<file path="config.mk">
export PLATFORM = sky130hd
export DESIGN_NAME = pxs_ball_overlay
export DESIGN_NICKNAME = d
export VERILOG_FILES = /design/src/rtl/pxs_ball_overlay.sv
export SDC_FILE = /design/constraint.sdc
export NUM_CORES = 1
export LEC_CHECK = 0
export CAP_MARGIN = 20
export CORE_MARGIN = 2
export CORE_UTILIZATION = 70
export CTS_CLUSTER_DIAMETER = 50
export DETAILED_ROUTE_END_ITERATION = 16
export DONT_BUFFER_PORTS = 1
export PLACE_DENSITY = 0.9
export SLEW_MARGIN = 20
export SYNTH_ARGS = -nofsm -noshare
export SYNTH_HDL_FRONTEND = slang
export SYNTH_SLANG_ARGS = --single-unit
</file>
<file path="constraint.sdc">
create_clock -name clk -period 7.8 [get_ports clk]
set_input_delay 1.56 -clock clk [delete_from_list [all_inputs] [get_ports clk]]
set_output_delay 1.56 -clock clk [all_outputs]
set_load 0.01 [all_outputs]
</file>
<file path="src/rtl/pxs_ball_overlay.sv">
// pxs_ball_overlay: paints a bouncing square ball into a 26-bit VGA pixel
// stream with one cycle of latency. The ball moves once per frame on the
// first blank line and reflects off the visible-area edges.
module pxs_ball_overlay #(
   parameter int unsigned H_ACTIVE  = 640,
   parameter int unsigned V_ACTIVE  = 480,
   parameter int unsigned BALL_SIZE = 8,
   parameter int unsigned SPEED     = 1,
   parameter int unsigned INIT_X    = 320,
   parameter int unsigned INIT_Y    = 240,
   parameter logic [2:0]  BALL_RGB  = 3'b111
) (
   input  logic        clk,
   input  logic        reset,
   input  logic        enable,
   input  logic [25:0] VGAStr_i,
   output logic [25:0] VGAStr_o,
   output logic [9:0]  ball_x,
   output logic [9:0]  ball_y,
   output logic        bounce_x,
   output logic        bounce_y
);

   typedef enum logic {DIR_POS = 1'b0, DIR_NEG = 1'b1} dir_e;

   localparam logic [10:0] H_LIM = 11'(H_ACTIVE);
   localparam logic [10:0] V_LIM = 11'(V_ACTIVE);
   localparam logic [10:0] BS    = 11'(BALL_SIZE);
   localparam logic [10:0] SP    = 11'(SPEED);

   logic [25:0] vga_q, vga_d;
   logic [9:0]  x_q, x_d, y_q, y_d;
   dir_e        dx_q, dx_d, dy_q, dy_d;
   logic        bx_q, bx_d, by_q, by_d;

   logic [10:0] xc11, yc11, x11, y11;
   logic        act, hit, tick;
   logic [2:0]  rgb_d;

   assign xc11 = {1'b0, VGAStr_i[22:13]};
   assign yc11 = {1'b0, VGAStr_i[12:3]};
   assign act  = VGAStr_i[0];
   assign x11  = {1'b0, x_q};
   assign y11  = {1'b0, y_q};

   // Ball hit test and frame-tick detection on the incoming word
   always_comb begin
      hit  = act && (xc11 >= x11) && (xc11 < x11 + BS) &&
                    (yc11 >= y11) && (yc11 < y11 + BS);
      tick = !act && (xc11 == '0) && (yc11 == V_LIM);
      if (!act)     rgb_d = '0;
      else if (hit) rgb_d = BALL_RGB;
      else          rgb_d = VGAStr_i[25:23];
      vga_d = {rgb_d, VGAStr_i[22:0]};
   end

   // Per-axis motion with wall reflection, only on an enabled frame tick
   always_comb begin
      x_d  = x_q;
      y_d  = y_q;
      dx_d = dx_q;
      dy_d = dy_q;
      bx_d = 1'b0;
      by_d = 1'b0;
      if (tick && enable) begin
         if (dx_q == DIR_POS) begin
            if (x11 + BS + SP > H_LIM) begin
               x_d  = 10'(H_LIM - BS);
               dx_d = DIR_NEG;
               bx_d = 1'b1;
            end else begin
               x_d = 10'(x11 + SP);
            end
         end else begin
            if (x11 < SP) begin
               x_d  = '0;
               dx_d = DIR_POS;
               bx_d = 1'b1;
            end else begin
               x_d = 10'(x11 - SP);
            end
         end
         if (dy_q == DIR_POS) begin
            if (y11 + BS + SP > V_LIM) begin
               y_d  = 10'(V_LIM - BS);
               dy_d = DIR_NEG;
               by_d = 1'b1;
            end else begin
               y_d = 10'(y11 + SP);
            end
         end else begin
            if (y11 < SP) begin
               y_d  = '0;
               dy_d = DIR_POS;
               by_d = 1'b1;
            end else begin
               y_d = 10'(y11 - SP);
            end
         end
      end
   end

   // Registered stream output, ball state and bounce pulses
   always_ff @(posedge clk) begin
      if (reset) begin
         vga_q <= '0;
         x_q   <= 10'(INIT_X);
         y_q   <= 10'(INIT_Y);
         dx_q  <= DIR_POS;
         dy_q  <= DIR_POS;
         bx_q  <= 1'b0;
         by_q  <= 1'b0;
      end else begin
         vga_q <= vga_d;
         x_q   <= x_d;
         y_q   <= y_d;
         dx_q  <= dx_d;
         dy_q  <= dy_d;
         bx_q  <= bx_d;
         by_q  <= by_d;
      end
   end

   assign VGAStr_o = vga_q;
   assign ball_x   = x_q;
   assign ball_y   = y_q;
   assign bounce_x = bx_q;
   assign bounce_y = by_q;

endmodule

</file>
# Word-level counts from Yosys, hierarchy flattened
# Cells that the tools add are included.
[classes]
n_reduce_logical = 11
addsub = 8
n_lt_le_gt_ge = 8
n_mux = 17
eq_ne = 1
bitwise = 2
[ops]
columns = ["op", "count"]
rows = [
  ["two-way mux 10 bit", 6],
  ["adder 10 x 4 -> 11 bit (second input constant)", 2],
  ["adder 11 x 1 -> 11 bit (second input constant)", 2],
  ["< comparator 10 x 11 -> 1 bit", 2],
  ["adder 10 x 1 -> 10 bit (second input constant)", 2],
  ["greater-or-equal comparator 10 bit", 2],
  ["< comparator 10 x 1 -> 1 bit (second input constant)", 2],
  ["subtractor 10 x 1 -> 10 bit (second input constant)", 2],
  ["greater-than comparator 11 x 10 -> 1 bit (second input constant)", 1],
  ["greater-than comparator 11 x 9 -> 1 bit (second input constant)", 1],
  ["logical NOT 11 bit", 1],
  ["equality test 10 x 9 -> 1 bit (second input constant)", 1],
  ["two-way mux 1 bit", 10],
  ["logical AND 1 bit", 7],
  ["OR reduction 2 bit", 2],
  ["two-way mux 3 bit", 1],
  ["NOT 1 bit", 2],
  ["logical NOT 1 bit", 1],
]
[totals]
ff_bits = 50

# Longest topological paths before layout
# Gate-level depths: netlist of the first run.
[depth]
word_depth = 6
ltp_mapped = 12
ltp_nobuf = 11

# Worst setup path after synthesis of the first run
# OpenSTA, ideal clock, no wires.
[synth_timing]
path_type = "input -> register"
startpoint = "in VGAStr_i[14]"
endpoint = "reg x_q[6] (netlist: ball_x[6])"
slack_ns = 4.320
setup_ns = 0.134
path_stages = 5
n_path_buf = 0
required_time_ns = 7.666
arrival_ns = 3.346
path_cell_list = "or4_4 > or4_4 > or4_1 > a221oi_1 > a31oi_1"
[synth_via]
elab_chain_len = 4
[synth_rtl]
columns = ["element", "line_no", "source"]
rows = [
  ["from (decl)", "16", "input logic [25:0] VGAStr_i,"],
  ["logical NOT 11 bit", "50", "tick = !act && (xc11 == '0) && (yc11 == V_LIM);"],
  ["logical AND 1 bit (2 in a row)", "50", ""],
  ["logical AND 1 bit", "65", "if (tick && enable) begin"],
  ["to (signal assigned)", "107", "x_q <= 10'(INIT_X);"],
  ["to (decl)", "32", "logic [9:0] x_q, x_d, y_q, y_d;"],
]
# Every way passes these cells.
# A chain may end at the register's enable or synchronous reset.

# Worst setup path in the final report of the first run
[layout_timing]
startpoint = "in VGAStr_i[4]"
endpoint = "reg x_q[6] (netlist: ball_x[6])"
[layout_via]
elab_chain_len = 3
[layout_rtl]
columns = ["element", "line_no"]
rows = [
  ["equality test 10 x 9 -> 1 bit", "50"],
  ["logical AND 1 bit", "50"],
  ["logical AND 1 bit", "65"],
]
# Every way passes these cells.

==> reports/results.txt, run 1 <==
Post-synth EDFFs: 0
Initial antenna violation count: 0
Num rows: 27
Relative slew slack: 59.8%
Largest net degree at the start of global routing: 44
Async set-or-reset flop fraction in the synthesized netlist: 0%
Final period utilization: 44.8%
Yosys top cell area share: 25.5%
Worst vdd ir: 0.0855 mV
PD cells: 118 nW/µm²
Status: completed
Fraction of layout cells with a size suffix above 1: 4.55%
Final RePlAce weighted congestion: 0.971
Mapped Area: 3920 µm²
DR WL/cell: 19.3 µm
#FFs+latches synth: 50
R2r setup slk: 4730 ps
Worst setup SP type: input pin
Combinational share of power: 9.2%
Max Slew Vio Count: 0
I/O Pins: 77
Internal power: 0.355 mW
Number of post-CTS setup repair buffers: 0
Max Cap Violations: 0
Final hold violations: 0
Final nets: 553
Die footprint: 6210 µm²
Post-route DRC: 0
Psw: 0.120 mW
Die Y: 78.8 µm
Total grt overflow: 0
H-Tree Depth: 2
Clock share of power: 33.5%
Reg2reg path depth: 10
Sw Share: 25.2%
# diodes: 0
Worst hold path depth: 1
Post-Synth XOR/XNOR Area: 3.80%
Post-synthesis compound-gate area fraction: 25.0%
Req. time, crit path: 7980 ps
Crit path kind: input pin to flop
Reg-to-reg endpoint: VGAStr_o[23]$_SDFF_PP0_
Final instance area: 4000 µm²
Hold buffer count at CTS: 0
Post-synthesis cell type count: 68
Root Buffer: clkbuf_8
P_leak: 1.58 nW
Synth warn: 0
Setup TNS: 0 ps
Fin crit period: 3490 ps
Critical path arrival: 3670 ps
# port buffers: 0
WL final: 10.7 mm
HP Class: flop to flop
CP max FO: 22
Num CTS Buffers: 5
DRT antenna net count: 0
Area grow syn2layout: 2.11%
Setup violations, final: 0
Top FF cell, synth: dfxtp_1
Unrepaired setup endpoints after global routing: no
Post-synthesis instance total: 502
Hold Startpoint: dx_q$_SDFFE_PP0P_
Largest cells by area after synthesis: dfxtp_1 26%, ha_1 13%, o21ai_0 4.7%, nor2b_1 4.5%, a21oi_1 3.6%
Die X: 78.8 µm
Reg-to-Reg Start: ball_x[3]$_SDFFE_PP0P_
Post-CTS resize count: 0
Initial core utilization: 71.6%
Drt pass-1 iters: 7
Sequential fraction of the synthesis area: 25.5%
Syn Nets: 573
CORE AREA: 5470 µm²
Via density: 7.00
Avg Cell Area, Syn: 7.81 µm²
Slew @ Worst Pin: 602 ps
Hold EP: ball_x[9]$_SDFFE_PP0P_
Simple-gate share of the synthesized area: 25.7%
Clk_skew: 14.8 ps
Post-DP HPWL: 7.94 mm
Clock latency on the worst-skew pair: 300 ps
Gr usage total: 34.7%
Area leader, netlist: dfxtp_1
First-pass GRT wire length: 17.6 mm
Iter 0 DRT Violations: 437
CTS tree: built
F_max: 286 MHz
Cell Area, Placed: 3910 µm²
Mux contribution to synthesized area: 0.543%
CTS Sinks: 50
Via count: 3885
Adder-Cell Fraction of Synth Area: 13.7%
Vias in the first global route: 3598
Flop pwr share: 57.3%
Max Root-Sink Buffers: 2
Largest family of logic cells by synthesized area: simple AND/OR/NAND/NOR gates
Worst setup EP type: flop
Clock slew at reported path FFs: 100 ps
[routing by layer]
metal	GRT usage (%)	up-vias	wire length [µm]
li1	-	1810	-
met1	45.0	1761	4320
met2	57.9	274	4980
met3	6.82	40	1140
met4	11.6	0	286
met5	0	-	0
[area by class of cell]
type,count,area [µm²]
Timing Repair Buffer,1,7.51
Clock inverter,1,5.00
Tap cell,72,90.1
Multi-Input combinational cell,392,2690
Sequential cell,50,1000
Inverter,32,120
Clock buffer,7,86.3
Fill cell,392,1470
[cell families after synthesis]
kind of cell,Yosys count
XOR/XNOR,17
flip-flops,50
buffers and inverters,60
AND/OR/NAND/NOR,183
multiplexers,2
AO/OA/AOI/OAI,147
adder cells (fa/ha/maj),43
[cell usage in the layout, fill, tap and decap left out, types with 6 or more instances in the layout]
| cell type | count |
|---|---|
| clkbuf_8 | 6 |
| nand2b_1 | 6 |
| ha_1 | 42 |
| a21o_1 | 10 |
| o211ai_1 | 6 |
| o21ai_0 | 37 |
| o22ai_1 | 7 |
| nand3_1 | 13 |
| nor2_1 | 33 |
| nor3_1 | 18 |
| dfxtp_1 | 50 |
| inv_1 | 29 |
| xnor2_1 | 15 |
| a21oi_1 | 28 |
| and3_1 | 6 |
| nand4_1 | 12 |
| a31oi_1 | 10 |
| nor2b_1 | 28 |
| nand2_1 | 34 |
[worst max-delay path: stages]
cell	delay, ps
nor4_1	380
nand4_1	260
or4_4	620
or4_1	520
a221oi_1	250
a31oi_1	70
[worst max path at each step]
| stage | end | depth (start not counted) | slack (ps) | from |
|---|---|---|---|---|
| 2_1_floorplan | ball_x[6]$_SDFFE_PP1P_ | 5 | 4320 | VGAStr_i[14] |
| 4_1_cts | ball_x[6]$_SDFFE_PP1P_ | 6 | 4330 | VGAStr_i[4] |
| 3_5_place_dp | ball_x[6]$_SDFFE_PP1P_ | 6 | 4040 | VGAStr_i[4] |
| 3_3_place_gp | ball_x[6]$_SDFFE_PP1P_ | 6 | 4040 | VGAStr_i[4] |
| 5_1_grt | ball_x[6]$_SDFFE_PP1P_ | 6 | 4180 | VGAStr_i[4] |
| 6_report | ball_x[6]$_SDFFE_PP1P_ | 6 | 4310 | VGAStr_i[4] |
[cells in the mapped netlist, types with 12 or more instances]
cell	instances
dfxtp_1	50
ha_1	42
o21ai_0	37
nand2_1	34
nor2_1	33
inv_1	29
a21oi_1	28
nor2b_1	28
clkbuf_1	27
nor3_1	18
xnor2_1	15
nand3_1	13
nand4_1	12
[per-stage QoR]
stage	setup slack, ps	utilization (%)	cells	hold slack, ps	power [mW]
after CTS	4330	73.1	555	638	0.472
after global placement	4040	71.5	547	615	0.316
final	4310	73.1	555	655	0.474
after global routing	4180	73.1	555	695	0.490
after detailed placement	4040	71.5	547	612	0.320
after floorplan	4320	-	502	577	0.310
[power groups by stage]
stage,sequential [mW],clock [mW],combinational (mW)
2_1_floorplan,0.276,0,0.0340
3_3_place_gp,0.277,0,0.0383
3_5_place_dp,0.278,0,0.0421
4_1_cts,0.272,0.158,0.0426
5_1_grt,0.273,0.168,0.0485
6_report,0.272,0.159,0.0437
[registers in the layout, summed over array words and instances (netlist names)]
signal,flops
bounce_x,1
dy_q,1
bounce_y,1
ball_y,10
ball_x,10
dx_q,1
VGAStr_o,26
(Power assumes the default switching activity.)
==> run 2: changes to the inputs <==
--- a/config.mk
+++ b/config.mk
@@ -7,11 +7,11 @@
 export LEC_CHECK = 0
 export CAP_MARGIN = 20
 export CORE_MARGIN = 2
-export CORE_UTILIZATION = 70
+export CORE_UTILIZATION = 58
 export CTS_CLUSTER_DIAMETER = 50
 export DETAILED_ROUTE_END_ITERATION = 16
 export DONT_BUFFER_PORTS = 1
-export PLACE_DENSITY = 0.9
+export PLACE_DENSITY = 0.8
 export SLEW_MARGIN = 20
 export SYNTH_ARGS = -nofsm -noshare
 export SYNTH_HDL_FRONTEND = slang
==> constraint.sdc (replaced) <==
create_clock -name clk -period 3.2 [get_ports clk]
set_input_delay 0.64 -clock clk [delete_from_list [all_inputs] [get_ports clk]]
set_output_delay 0.64 -clock clk [all_outputs]
set_load 0.01 [all_outputs]
==> reports/results.txt, run 2 (synthesis results as in run 1) <==
I/O Pins: 77 (unchanged)
Commonest non-fill, non-tap cell in the layout: dfxtp_1 (unchanged)
Slew @ Worst Pin: 590 ps (was 602 ps)
DRT antenna net count: 0 (unchanged)
Die footprint: 7430 µm² (was 6210 µm²)
Pre-CTS setup slack: 414 ps (was 4040 ps)
Initial core utilization: 60.7% (was 71.6%)
CTS Sinks: 50 (unchanged)
Max Cap Violations: 0 (unchanged)
HP Class: input pin to flop (was flop to flop)
Initial antenna violation count: 0 (unchanged)
Iter 0 DRT Violations: 398 (was 437)
Post-DP HPWL: 7.81 mm (was 7.94 mm)
Critical Path End: ball_y[9]$_SDFFE_PP0P_ (was ball_x[6]$_SDFFE_PP1P_)
Most frequent cells in the layout: 50 x dfxtp_1, 42 x ha_1, 37 x o21ai_0 (unchanged)
Setup TNS: 0 ps (unchanged)
CP max FO: 12 (was 22)
Number of post-CTS setup repair buffers: 0 (unchanged)
CTS tree: built (unchanged)
DR WL/cell: 17.9 µm (was 19.3 µm)
Gr usage total: 27.2% (was 34.7%)
Max Slew Vio Count: 0 (unchanged)
Unrepaired setup endpoints after global routing: no (unchanged)
Num CTS Buffers: 5 (unchanged)
Critical path arrival: 3060 ps (was 3670 ps)
Post-CTS resize count: 0 (unchanged)
Fraction of layout cells with a size suffix above 1: 6.10% (was 4.55%)
Worst setup path startpoint: ball_y[4]$_SDFFE_PP1P_ (was VGAStr_i[4])
Placed cells: 562 (was 547)
Reg-to-reg endpoint: ball_y[9]$_SDFFE_PP0P_ (was VGAStr_o[23]$_SDFF_PP0_)
Worst setup EP type: flop (unchanged)
Post-route setup slack: 338 ps (was 4310 ps)
Clock latency on the worst-skew pair: 310 ps (was 300 ps)
Req. time, crit path: 3400 ps (was 7980 ps)
Relative slew slack: 60.6% (was 59.8%)
Post-route DRC: 0 (unchanged)
Largest net degree at the start of global routing: 44 (unchanged)
Area grow syn2layout: 3.80% (was 2.11%)
Cell Count, Final, Fillers Out: 569 (was 555)
# diodes: 0 (unchanged)
F_max: 349 MHz
PD cells: 274 nW/µm² (was 118 nW/µm²)
Fin crit period: 2860 ps
Die X: 86.2 µm (was 78.8 µm)
Final nets: 563 (was 553)
Status: completed (unchanged)
Drt pass-1 iters: 7 (unchanged)
Reg2reg path depth: 9 (was 10)
Final RePlAce weighted congestion: 0.951 (was 0.971)
Final hold violations: 0 (unchanged)
CORE AREA: 6460 µm² (was 5470 µm²)
Setup violations, final: 0 (unchanged)
R2r setup slk: 340 ps (was 4730 ps)
Vias in the first global route: 3481 (was 3598)
Clock slew at reported path FFs: 100 ps (about the same)
WL final: 10.2 mm (was 10.7 mm)
Total grt overflow: 0 (unchanged)
Via count: 3812 (was 3885)
Flip-flop count of the largest register after layout: 26 (unchanged)
Max Root-Sink Buffers: 2 (unchanged)
Hold buffer count at CTS: 0 (unchanged)
P_leak: 1.62 nW (was 1.58 nW)
Die Y: 86.2 µm (was 78.8 µm)
Crit path kind: flop to flop (was input pin to flop)
Final period utilization: 89.4%
Worst vdd ir: 0.148 mV (was 0.0855 mV)
Worst setup SP type: flop (was input pin)
H-Tree Depth: 2 (unchanged)
Num rows: 29 (was 27)
Root Buffer: clkbuf_8 (unchanged)
Via density: 6.70 (was 7.00)
Reg-to-Reg Start: ball_y[4]$_SDFFE_PP1P_ (was ball_x[3]$_SDFFE_PP0P_)
First-pass GRT wire length: 16.6 mm (was 17.6 mm)
Clk_skew: 18.9 ps (was 14.8 ps)
# port buffers: 0 (unchanged)
Tot Pwr: 1.11 mW (was 0.474 mW)
run 2: cell types whose count changed in the layout (fill, tap and decap cells not counted):
cell and delta:
buf_4 +10, clkbuf_1 +1, clkinv_2 -1, clkbuf_8 -1
run 2: layer usage:
metal  track usage (%)  wire length [µm]  vias to the layer above  part of all wire (%)
met3              6.19              1040                       32                    10
met5                 0                 0                        -                     0
met2              44.7              4690                      231                    46
li1                  -                 -                     1822                     -
met4              7.39               212                        0                   2.1
met1              35.9              4250                     1727                    42
run 2: cell type report:
class | instances | area (µm²)
inverter | 32 | 120
tap | 77 | 96.3
clock buffer | 7 | 76.3
multi-input combinational | 392 | 2690
sequential | 50 | 1000
timing repair buffer | 11 | 82.6
fill | 581 | 2390
run 2: where the power goes:
part | internal, mW | switching, mW
clock network | 0.151 | 0.203
logic | 0.0459 | 0.0513
registers | 0.642 | 0.0205
run 2: worst max-delay path, stage by stage (launching register included):
cell and delay (ps):
dfxtp_1 610, inv_1 200, ha_1 340, nand4b_1 150, maj3_1 370, o21ai_0 100, o21ai_0 130, o22ai_1 290
nand2_1 220, a2111oi_0 370
run 2: how the worst min path moves through the flow:
stage / start / endpoint / slack (ps) / cells past startpoint
after CTS: reset / ball_x[0]$_SDFFE_PP0P_ / 400 / 1
final: reset / ball_x[0]$_SDFFE_PP0P_ / 400 / 1
after global routing: reset / VGAStr_o[3]$_SDFF_PP0_ / 390 / 1
after detailed placement: ball_y[0]$_SDFFE_PP0P_ / ball_y[0]$_SDFFE_PP0P_ / 580 / 1
after global placement: ball_x[0]$_SDFFE_PP0P_ / ball_x[0]$_SDFFE_PP0P_ / 570 / 3
after floorplan: ball_x[0]$_SDFFE_PP0P_ / ball_x[0]$_SDFFE_PP0P_ / 580 / 2
run 2: per-stage QoR:
stage	utilization, %	instance area [µm²]	hold slack (ps)
after floorplan	-	3920	577
after global placement	61.8	3990	573
after detailed placement	61.8	3990	581
after CTS	63.0	4070	397
after global routing	63.0	4070	388
final	63.0	4070	404
==> run 3: changes to the inputs <==
--- a/config.mk
+++ b/config.mk
@@ -8,7 +8,6 @@
 export CAP_MARGIN = 20
 export CORE_MARGIN = 2
 export CORE_UTILIZATION = 58
-export CTS_CLUSTER_DIAMETER = 50
 export DETAILED_ROUTE_END_ITERATION = 16
 export DONT_BUFFER_PORTS = 1
 export PLACE_DENSITY = 0.8
==> results of run 3 <==
Final layout, timing and power as in run 2 (identical DEF).
